[src/rtl/store_narrow_buffer.sv]
// store_narrow_buffer: narrows 32-bit store data into little-endian byte lanes with byte
// enables, queues word-aligned writes in a FIFO and drains them over a valid/ready port.
// Misaligned stores and the reserved size are consumed without enqueueing and raise a
// one-cycle addr_err pulse.
// Optional feature: define STORE_MERGE_EN to merge a store into the youngest entry when it
// targets the same word.
module store_narrow_buffer #(
    parameter int unsigned DEPTH = 4,
    parameter int unsigned CNT_W = 3
) (
    input  logic             clk,
    input  logic             rst,
    input  logic             in_valid,
    output logic             in_ready,
    input  logic [31:0]      in_addr,
    input  logic [31:0]      in_data,
    input  logic [1:0]       in_size,
    output logic             mem_valid,
    input  logic             mem_ready,
    output logic [31:0]      mem_addr,
    output logic [31:0]      mem_wdata,
    output logic [3:0]       mem_be,
    output logic             addr_err,
    output logic [31:0]      err_addr,
    output logic [CNT_W-1:0] count
);

    localparam int unsigned PTR_W = (DEPTH > 1) ? $clog2(DEPTH) : 1;

    // Entry storage; only the word address is kept since bits [1:0] are always zero.
    logic [29:0]      addr_q [DEPTH];
    logic [31:0]      data_q [DEPTH];
    logic [3:0]       be_q   [DEPTH];

    logic [PTR_W-1:0] wr_ptr_q, rd_ptr_q;
    logic [CNT_W-1:0] count_q, count_d;
    logic             addr_err_q;
    logic [31:0]      err_addr_q;

    logic [1:0]       ofs;
    logic             legal;
    logic [31:0]      n_wdata;
    logic [3:0]       n_be;

    logic             full, empty;
    logic             accept, push, pop, merge;

    assign ofs = in_addr[1:0];

    // Decode size/offset into lane-replicated data, byte enables and legality.
    always_comb begin
        legal   = 1'b0;
        n_wdata = '0;
        n_be    = '0;
        case (in_size)
            2'b00: begin
                legal   = 1'b1;
                n_wdata = {4{in_data[7:0]}};
                n_be    = 4'b0001 << ofs;
            end
            2'b01: begin
                legal   = ~ofs[0];
                n_wdata = {2{in_data[15:0]}};
                n_be    = ofs[1] ? 4'b1100 : 4'b0011;
            end
            2'b10: begin
                legal   = (ofs == 2'b00);
                n_wdata = in_data;
                n_be    = 4'b1111;
            end
            default: begin
                legal   = 1'b0;
            end
        endcase
    end

    assign full  = (count_q == CNT_W'(DEPTH));
    assign empty = (count_q == '0);
    assign pop   = !empty && mem_ready;

`ifdef STORE_MERGE_EN
    logic [PTR_W-1:0] tail_ptr;
    logic [31:0]      merged_data;

    assign tail_ptr = wr_ptr_q - PTR_W'(1);

    // Merge into the youngest entry unless it is the sole entry leaving this cycle.
    always_comb begin
        merge = in_valid && legal && !empty && (addr_q[tail_ptr] == in_addr[31:2])
                && !(pop && (count_q == CNT_W'(1)));
        merged_data = data_q[tail_ptr];
        for (int i = 0; i < 4; i++) begin
            if (n_be[i]) begin
                merged_data[8*i +: 8] = n_wdata[8*i +: 8];
            end
        end
    end
`else
    assign merge = 1'b0;
`endif

    // No full-cycle bypass: a pop does not free a slot for the same edge.
    assign in_ready = !full || merge;
    assign accept   = in_valid && in_ready;
    assign push     = accept && legal && !merge;

    // Occupancy next state.
    always_comb begin
        count_d = count_q;
        case ({push, pop})
            2'b10:   count_d = count_q + CNT_W'(1);
            2'b01:   count_d = count_q - CNT_W'(1);
            default: count_d = count_q;
        endcase
    end

    // Pointers, occupancy and error reporting.
    always_ff @(posedge clk) begin
        if (rst) begin
            wr_ptr_q   <= '0;
            rd_ptr_q   <= '0;
            count_q    <= '0;
            addr_err_q <= 1'b0;
            err_addr_q <= '0;
        end else begin
            count_q    <= count_d;
            addr_err_q <= accept && !legal;
            if (push) begin
                wr_ptr_q <= wr_ptr_q + PTR_W'(1);
            end
            if (pop) begin
                rd_ptr_q <= rd_ptr_q + PTR_W'(1);
            end
            if (accept && !legal) begin
                err_addr_q <= in_addr;
            end
        end
    end

    // Entry payload writes; contents are don't-care until allocated, so no reset.
    always_ff @(posedge clk) begin
        if (!rst && push) begin
            addr_q[wr_ptr_q] <= in_addr[31:2];
            data_q[wr_ptr_q] <= n_wdata;
            be_q[wr_ptr_q]   <= n_be;
        end
`ifdef STORE_MERGE_EN
        else if (!rst && merge) begin
            data_q[tail_ptr] <= merged_data;
            be_q[tail_ptr]   <= be_q[tail_ptr] | n_be;
        end
`endif
    end

    // Head presentation; outputs read zero while empty.
    always_comb begin
        mem_valid = !empty;
        mem_addr  = '0;
        mem_wdata = '0;
        mem_be    = '0;
        if (!empty) begin
            mem_addr  = {addr_q[rd_ptr_q], 2'b00};
            mem_wdata = data_q[rd_ptr_q];
            mem_be    = be_q[rd_ptr_q];
        end
    end

    assign addr_err = addr_err_q;
    assign err_addr = err_addr_q;
    assign count    = count_q;

endmodule

[config.mk]
export PLATFORM = sky130hd
export DESIGN_NAME = store_narrow_buffer
export DESIGN_NICKNAME = d
export VERILOG_FILES = /design/src/rtl/store_narrow_buffer.sv
export SDC_FILE = /design/constraint.sdc
export NUM_CORES = 1
export LEC_CHECK = 0
export BUFFER_PORTS_ARGS = -buffer_cell sky130_fd_sc_hd__buf_2
export CAP_MARGIN = 20
export CORE_MARGIN = 5
export CORE_UTILIZATION = 31
export CTS_CLUSTER_SIZE = 40
export DETAILED_ROUTE_END_ITERATION = 8
export HOLD_SLACK_MARGIN = 0.05
export PLACE_DENSITY_LB_ADDON = 0.2
export SYNTH_ARGS = -nofsm -noshare
export SYNTH_HDL_FRONTEND = slang
export SYNTH_SLANG_ARGS = --single-unit
[constraint.sdc]
create_clock -name clk -period 8.5 [get_ports clk]
set_input_delay 1.275 -clock clk [delete_from_list [all_inputs] [get_ports clk]]
set_output_delay 1.275 -clock clk [all_outputs]
set_load 0.05 [all_outputs]
==> After elaboration in Yosys (flattened, before gate mapping) <==
Memory sizes are Yosys's and may differ from the RTL's. A register that Yosys moved wholly into a read port is not among the register bits.
Cells that the tools add are included.
Widths: inputs -> output; s select.
{ "op_classes": {"reduce_logical": 13, "n_shift": 1, "n_mux": 16, "n_bitwise": 1, "add_sub_neg": 4, "eq_ne": 5} }
{ "ops": {"columns": ["cell", "n"], "rows": [
  ["$pmux 32 s3", 1],
  ["$mux 32", 2],
  ["$mux 2", 6],
  ["$pmux 4 s3", 1],
  ["$mux 4", 2],
  ["$pmux 3 s2", 1],
  ["$logic_and 1x1->1", 5],
  ["$add 2x1->2 const B", 2],
  ["$eq 2x1->1 const B", 2],
  ["$eq 2x2->1 const B", 2],
  ["$logic_not 1->1", 4],
  ["$logic_not 2->1", 2],
  ["$shl 1x2->4 const A", 1],
  ["$add 3x1->3 const B", 1],
  ["$eq 3x3->1 const B", 1],
  ["$logic_not 3->1", 1],
  ["$pmux 1 s3", 1],
  ["$sub 3x1->3 const B", 1],
  ["$mux 1", 2],
  ["$reduce_bool 2->1", 1],
  ["$not 1->1", 1]
]} }
{ "word_totals": {"mem_bits_rw": 264, "ff_bits": 40, "elab_cells": 48, "output_inout_bits": 106, "in_bits": 70, "memories": 3} }
{ "memory_table": {"columns": ["memory", "depth", "word_bits", "read_ports", "rd_ports_with_merged_regs", "write_ports", "line", "rtl"], "rows": [
  ["data_q", 4, 32, 1, 1, 1, "32", "logic [31:0] data_q [DEPTH];"],
  ["addr_q", 4, 30, 1, 1, 1, "31", "logic [29:0] addr_q [DEPTH];"],
  ["be_q", 4, 4, 1, 1, 1, "33", "logic [3:0] be_q [DEPTH];"]
]} }

==> Longest topological paths before layout <==
{ "logic_depth": {"depth_word": 7, "ltp_mapped": 9, "mapped_depth_nobuf": 8} }

==> Worst setup path before layout <==
OpenSTA, ideal clock, no wires.
{ "synth_path": {"path_kind": "input port to flip-flop", "start": "in in_size[0]", "end": "mem addr_q[0][0], enable pin", "cell_stages": 5, "path_buffers": 1, "path_slack_ns": 4.426, "setup_ns": 0.431, "required_ns": 8.069, "arrival_ns": 3.643, "cell_sequence": "buf_6 > a21oi_1 > nor2_1 > nor3_1 > and2_1"} }
{ "synth_between": {"elab_chain_len": 6, "elab_cells_between_ends": 8, "classes_between": "2 x eq/ne; 3 x mux; 3 x reduce/logical"} }
{ "synth_rtl": {"columns": ["element", "line", "rtl"], "rows": [
  ["from (decl)", "17", "input logic [1:0] in_size,"],
  ["$eq 2x2->1 (tied with other cells)", "55", "case (in_size)"],
  ["$pmux 1 s3 (*)", "55", null],
  ["$logic_and 1x1->1 (*)", "105", "assign push = accept && legal && !merge;"],
  ["$logic_and 1x1->1 (*)", "142", "if (!rst && push) begin"],
  ["$mux 1 (*)", "142", null],
  ["$mux 1 (not written as such) (*)", "143", "addr_q[wr_ptr_q] <= in_addr[31:2];"],
  ["to (decl)", "31", null]
]} }
Mark *: on every way between the ends. The rest lies on a longest branch, timed or not.

==> flow_results.org <==
** Timing
- After layout, the worst setup slack is 4.15 ns.
- The worst path in the final design needs a cycle of 4.35 ns, including I/O delays and setup.
- Final Max Slew Viols :: 0
- Setup Viol. Count Final :: 0
- The hold violation count in the final report was 0.
- Setup tns final :: 0 ns
- Max Freq :: 230 MHz
- Setup skew after layout :: 0.0146 ns
- In this run the tightest slew margin relative to its limit is 0.472.
- Part of the cycle the worst path needs :: 0.512
- Setup repair after global routing left no endpoint under its margin.
- Transition time of the tightest slew-check pin :: 0.792 ns

** Clock network
- TritonCTS clock tree :: done
- Buffers inserted to repair hold after CTS numbered 0.
- For the worst-skew pair, the clock arrives at the later sink with an insertion delay of 0.49 ns.
- The number of clock buffers added by TritonCTS is 34.
- Sink Count :: 306
- The clock tree synthesis step divided the H-tree into 2 levels.
- Number of buffers on the longest clock path :: 3
- After clock tree synthesis, the clock-pin slew on the worst setup and hold paths is 0.06 ns.
- The number of setup buffers added after CTS is 0.
- CTS root buffer :: clkbuf_16
- Resize count post-CTS :: 0

** Finish
- Antenna diode count :: 0
- Area growth syn-to-layout :: 19.8%
- Share of final-layout standard cells stronger than drive strength 1 :: 0.341
- The finished cells cover 14900 um^2.
- In the final design database the tool counted 955 nets.
- Final non-filler cell total :: 1429

** Floorplan
- Count of pins on the block boundary :: 176
- Die Span Y :: 210 um
- The die covers 44200 um^2.
- Std-Cell Core Area :: 39700 um^2
- Initial core utilization :: 0.313
- The die is 210 um wide.
- Num rows :: 73

** Critical path
- The worst setup path is captured at an output pin.
- Data arrives at the worst endpoint at 3.08 ns.
- Type of origin of the critical path :: flip-flop
- Setup Crit Path Kind :: reg -> out
- Data on the critical path is required at its endpoint by 7.22 ns.
- In this run the worst path has a maximum fanout of 34.

** Logic synthesis
- Number of synthesized register bits :: 306
- Total standard cell area after synthesis :: 12400 um^2
- Portion of synthesized cell area occupied by the leading cell type :: 0.638
- In the synthesized netlist the dominant register cell turns out to be edfxtp_1.
- Dividing the synthesized area by the synthesized cell count gives 17.7 um^2.
- Share of synthesized flip-flops with an asynchronous set or reset :: 0
- Cell type contributing the most total cell area after synthesis :: edfxtp_1
- By area the synthesized netlist is led by edfxtp_1 (64%), mux4_2 (12%), dfxtp_1 (6.8%).
- Post-synth EDFFs :: 264
- The synthesized netlist contains 33 unique library cells.
- Count of yosys warnings during synthesis :: 0
- Sequential-to-total area share from yosys stat :: 0.706
- Cells after Synth :: 702

** Run
- Max-cap violation count :: 0

** Power
- Dividing total power by cell area gives a power density of 312 nW/um^2.
- Across the VDD grid, the largest voltage drop is 0.117 mV.
- Power comes to 4.65 mW.
- The analysis attributes to cell leakage a power of 5.35 nW.

** Route
- Via density :: 4.57
- DRC violations left :: 0
- The first TritonRoute pass finished after 4 iterations.
- Total via count after detailed routing :: 6529
- Initial detailed-routing violation count :: 363
- After detailed routing, the total wire length is 28700 um.
- Once detail routing completed, the nets flagged for antenna violations numbered 0.
- Routed wire length per instance :: 20.1 um

** Place
- Number of placed instances, taps included :: 1367
- Count of buffers inserted at the top-level ports :: 173
- Final GP Congestion :: 0.744
- Worst setup timing slack at the placement stage :: 4.34 ns
- HPWL after DPL :: 17700 um
- The placed instances occupy a cell area of 13800 um^2.

** GRT
- The number of antenna violations at the first check in global routing came to 2.
- Wire length of the first global-routing pass :: 43800 um
- Global-route congestion overflow total :: 0
- GR Util All Layers :: 0.129
- Entering global routing, the biggest net connects 74 pins.
- Vias in the first global route :: 7060

** Worst hold path
- The worst hold path belongs to the class reg -> reg.

** Status
- Status :: finished clean
[power by group]
group	total (mW)	internal (mW)	switching, mW
Clock	1.43	0.857	0.569
Combinational	1.46	0.446	1.01
Sequential	1.76	1.69	0.0751
[routing by layer]
metal / GRT usage / share of wire
met1: 0.175 / 0.44
met2: 0.207 / 0.47
met3: 0.0377 / 0.068
met4: 0.0288 / 0.018
met5: 0 / 0.00094
[placed cells by master (no fill, tap or decap), types with 14 or more instances in the layout]
cell type  netlist  layout
mux4_2          66      66
dfxtp_1         42      40
edfxtp_1       264     264
a21o_1          14      14
o21ai_0         14      14
mux2i_1         42      42
buf_2           11     173
nand2b_1        66      66
and2_1          71      67
inv_1           14      14
clkbuf_16        0      35
a21oi_1         15      15
nor2_1          16      16
[cells by family (layout without fill, tap and decap cells)]
group / Yosys count / after routing / synth area share
buf+inv: 58 / 259 / 0.0253
other cells: 1 / 2 / 0.000302
flops: 306 / 306 / 0.706
simple gates: 173 / 173 / 0.0838
mux: 108 / 108 / 0.153
compound gates: 45 / 45 / 0.0213
fa+ha+maj: 6 / 6 / 0.00665
xor+xnor: 5 / 5 / 0.00352
[final timing paths]
kind | cells past startpoint | slack, ns | end | from
max reg2reg | 5 | 5.87 | addr_q[1][14] | count[0]
min | 2 | 0.47 | err_addr[19] | err_addr[19]
max | 4 | 4.15 | mem_be[1] | flip-flop
min reg2reg | 2 | 0.47 | err_addr[19] | err_addr[19]
[stage by stage]
| stage | hold WS [ns] | utilization |
|---|---|---|
| 4_1_cts | 0.472 | 0.374 |
| 3_5_place_dp | 0.458 | 0.347 |
| 3_3_place_gp | 0.456 | 0.347 |
| 5_1_grt | 0.488 | 0.375 |
| 6_report | 0.468 | 0.375 |
| 2_1_floorplan | 0.485 | - |
[synth_stat cells (5+ instances only)]
library cell	count
a21o_1	14
a21oi_1	15
and2_1	71
buf_2	11
buf_6	5
clkbuf_1	22
dfxtp_1	42
edfxtp_1	264
ha_1	5
inv_1	14
mux2i_1	42
mux4_2	66
nand2_1	9
nand2b_1	66
nor2_1	16
o21ai_0	14
[registers in the layout, summed over array words and instances, names as in the netlist, named ones only]
| signal | flops |
|---|---|
| data_q | 128 |
| err_addr | 32 |
| addr_err | 1 |
| addr_q | 120 |
| count | 3 |
| rd_ptr_q | 2 |
| wr_ptr_q | 2 |
| be_q | 16 |
[worst max-delay path, cell delays in order, from the launching register on]
cell and delay (ns):
dfxtp_4 0.83, buf_4 0.70, mux4_2 0.58, and2_1 0.21, buf_2 0.22
[area by class of cell]
| cell class | instances | area (um^2) |
|---|---|---|
| clock buffers | 45 | 923 |
| well taps | 525 | 657 |
| inverters | 14 | 52.6 |
| clock inverters | 16 | 159 |
| multi-input cells | 339 | 3360 |
| repair buffers | 184 | 961 |
| flip-flops and latches | 306 | 8780 |
| fillers | 3734 | 24800 |
No activity file was read; power rests on OpenSTA's default activity.
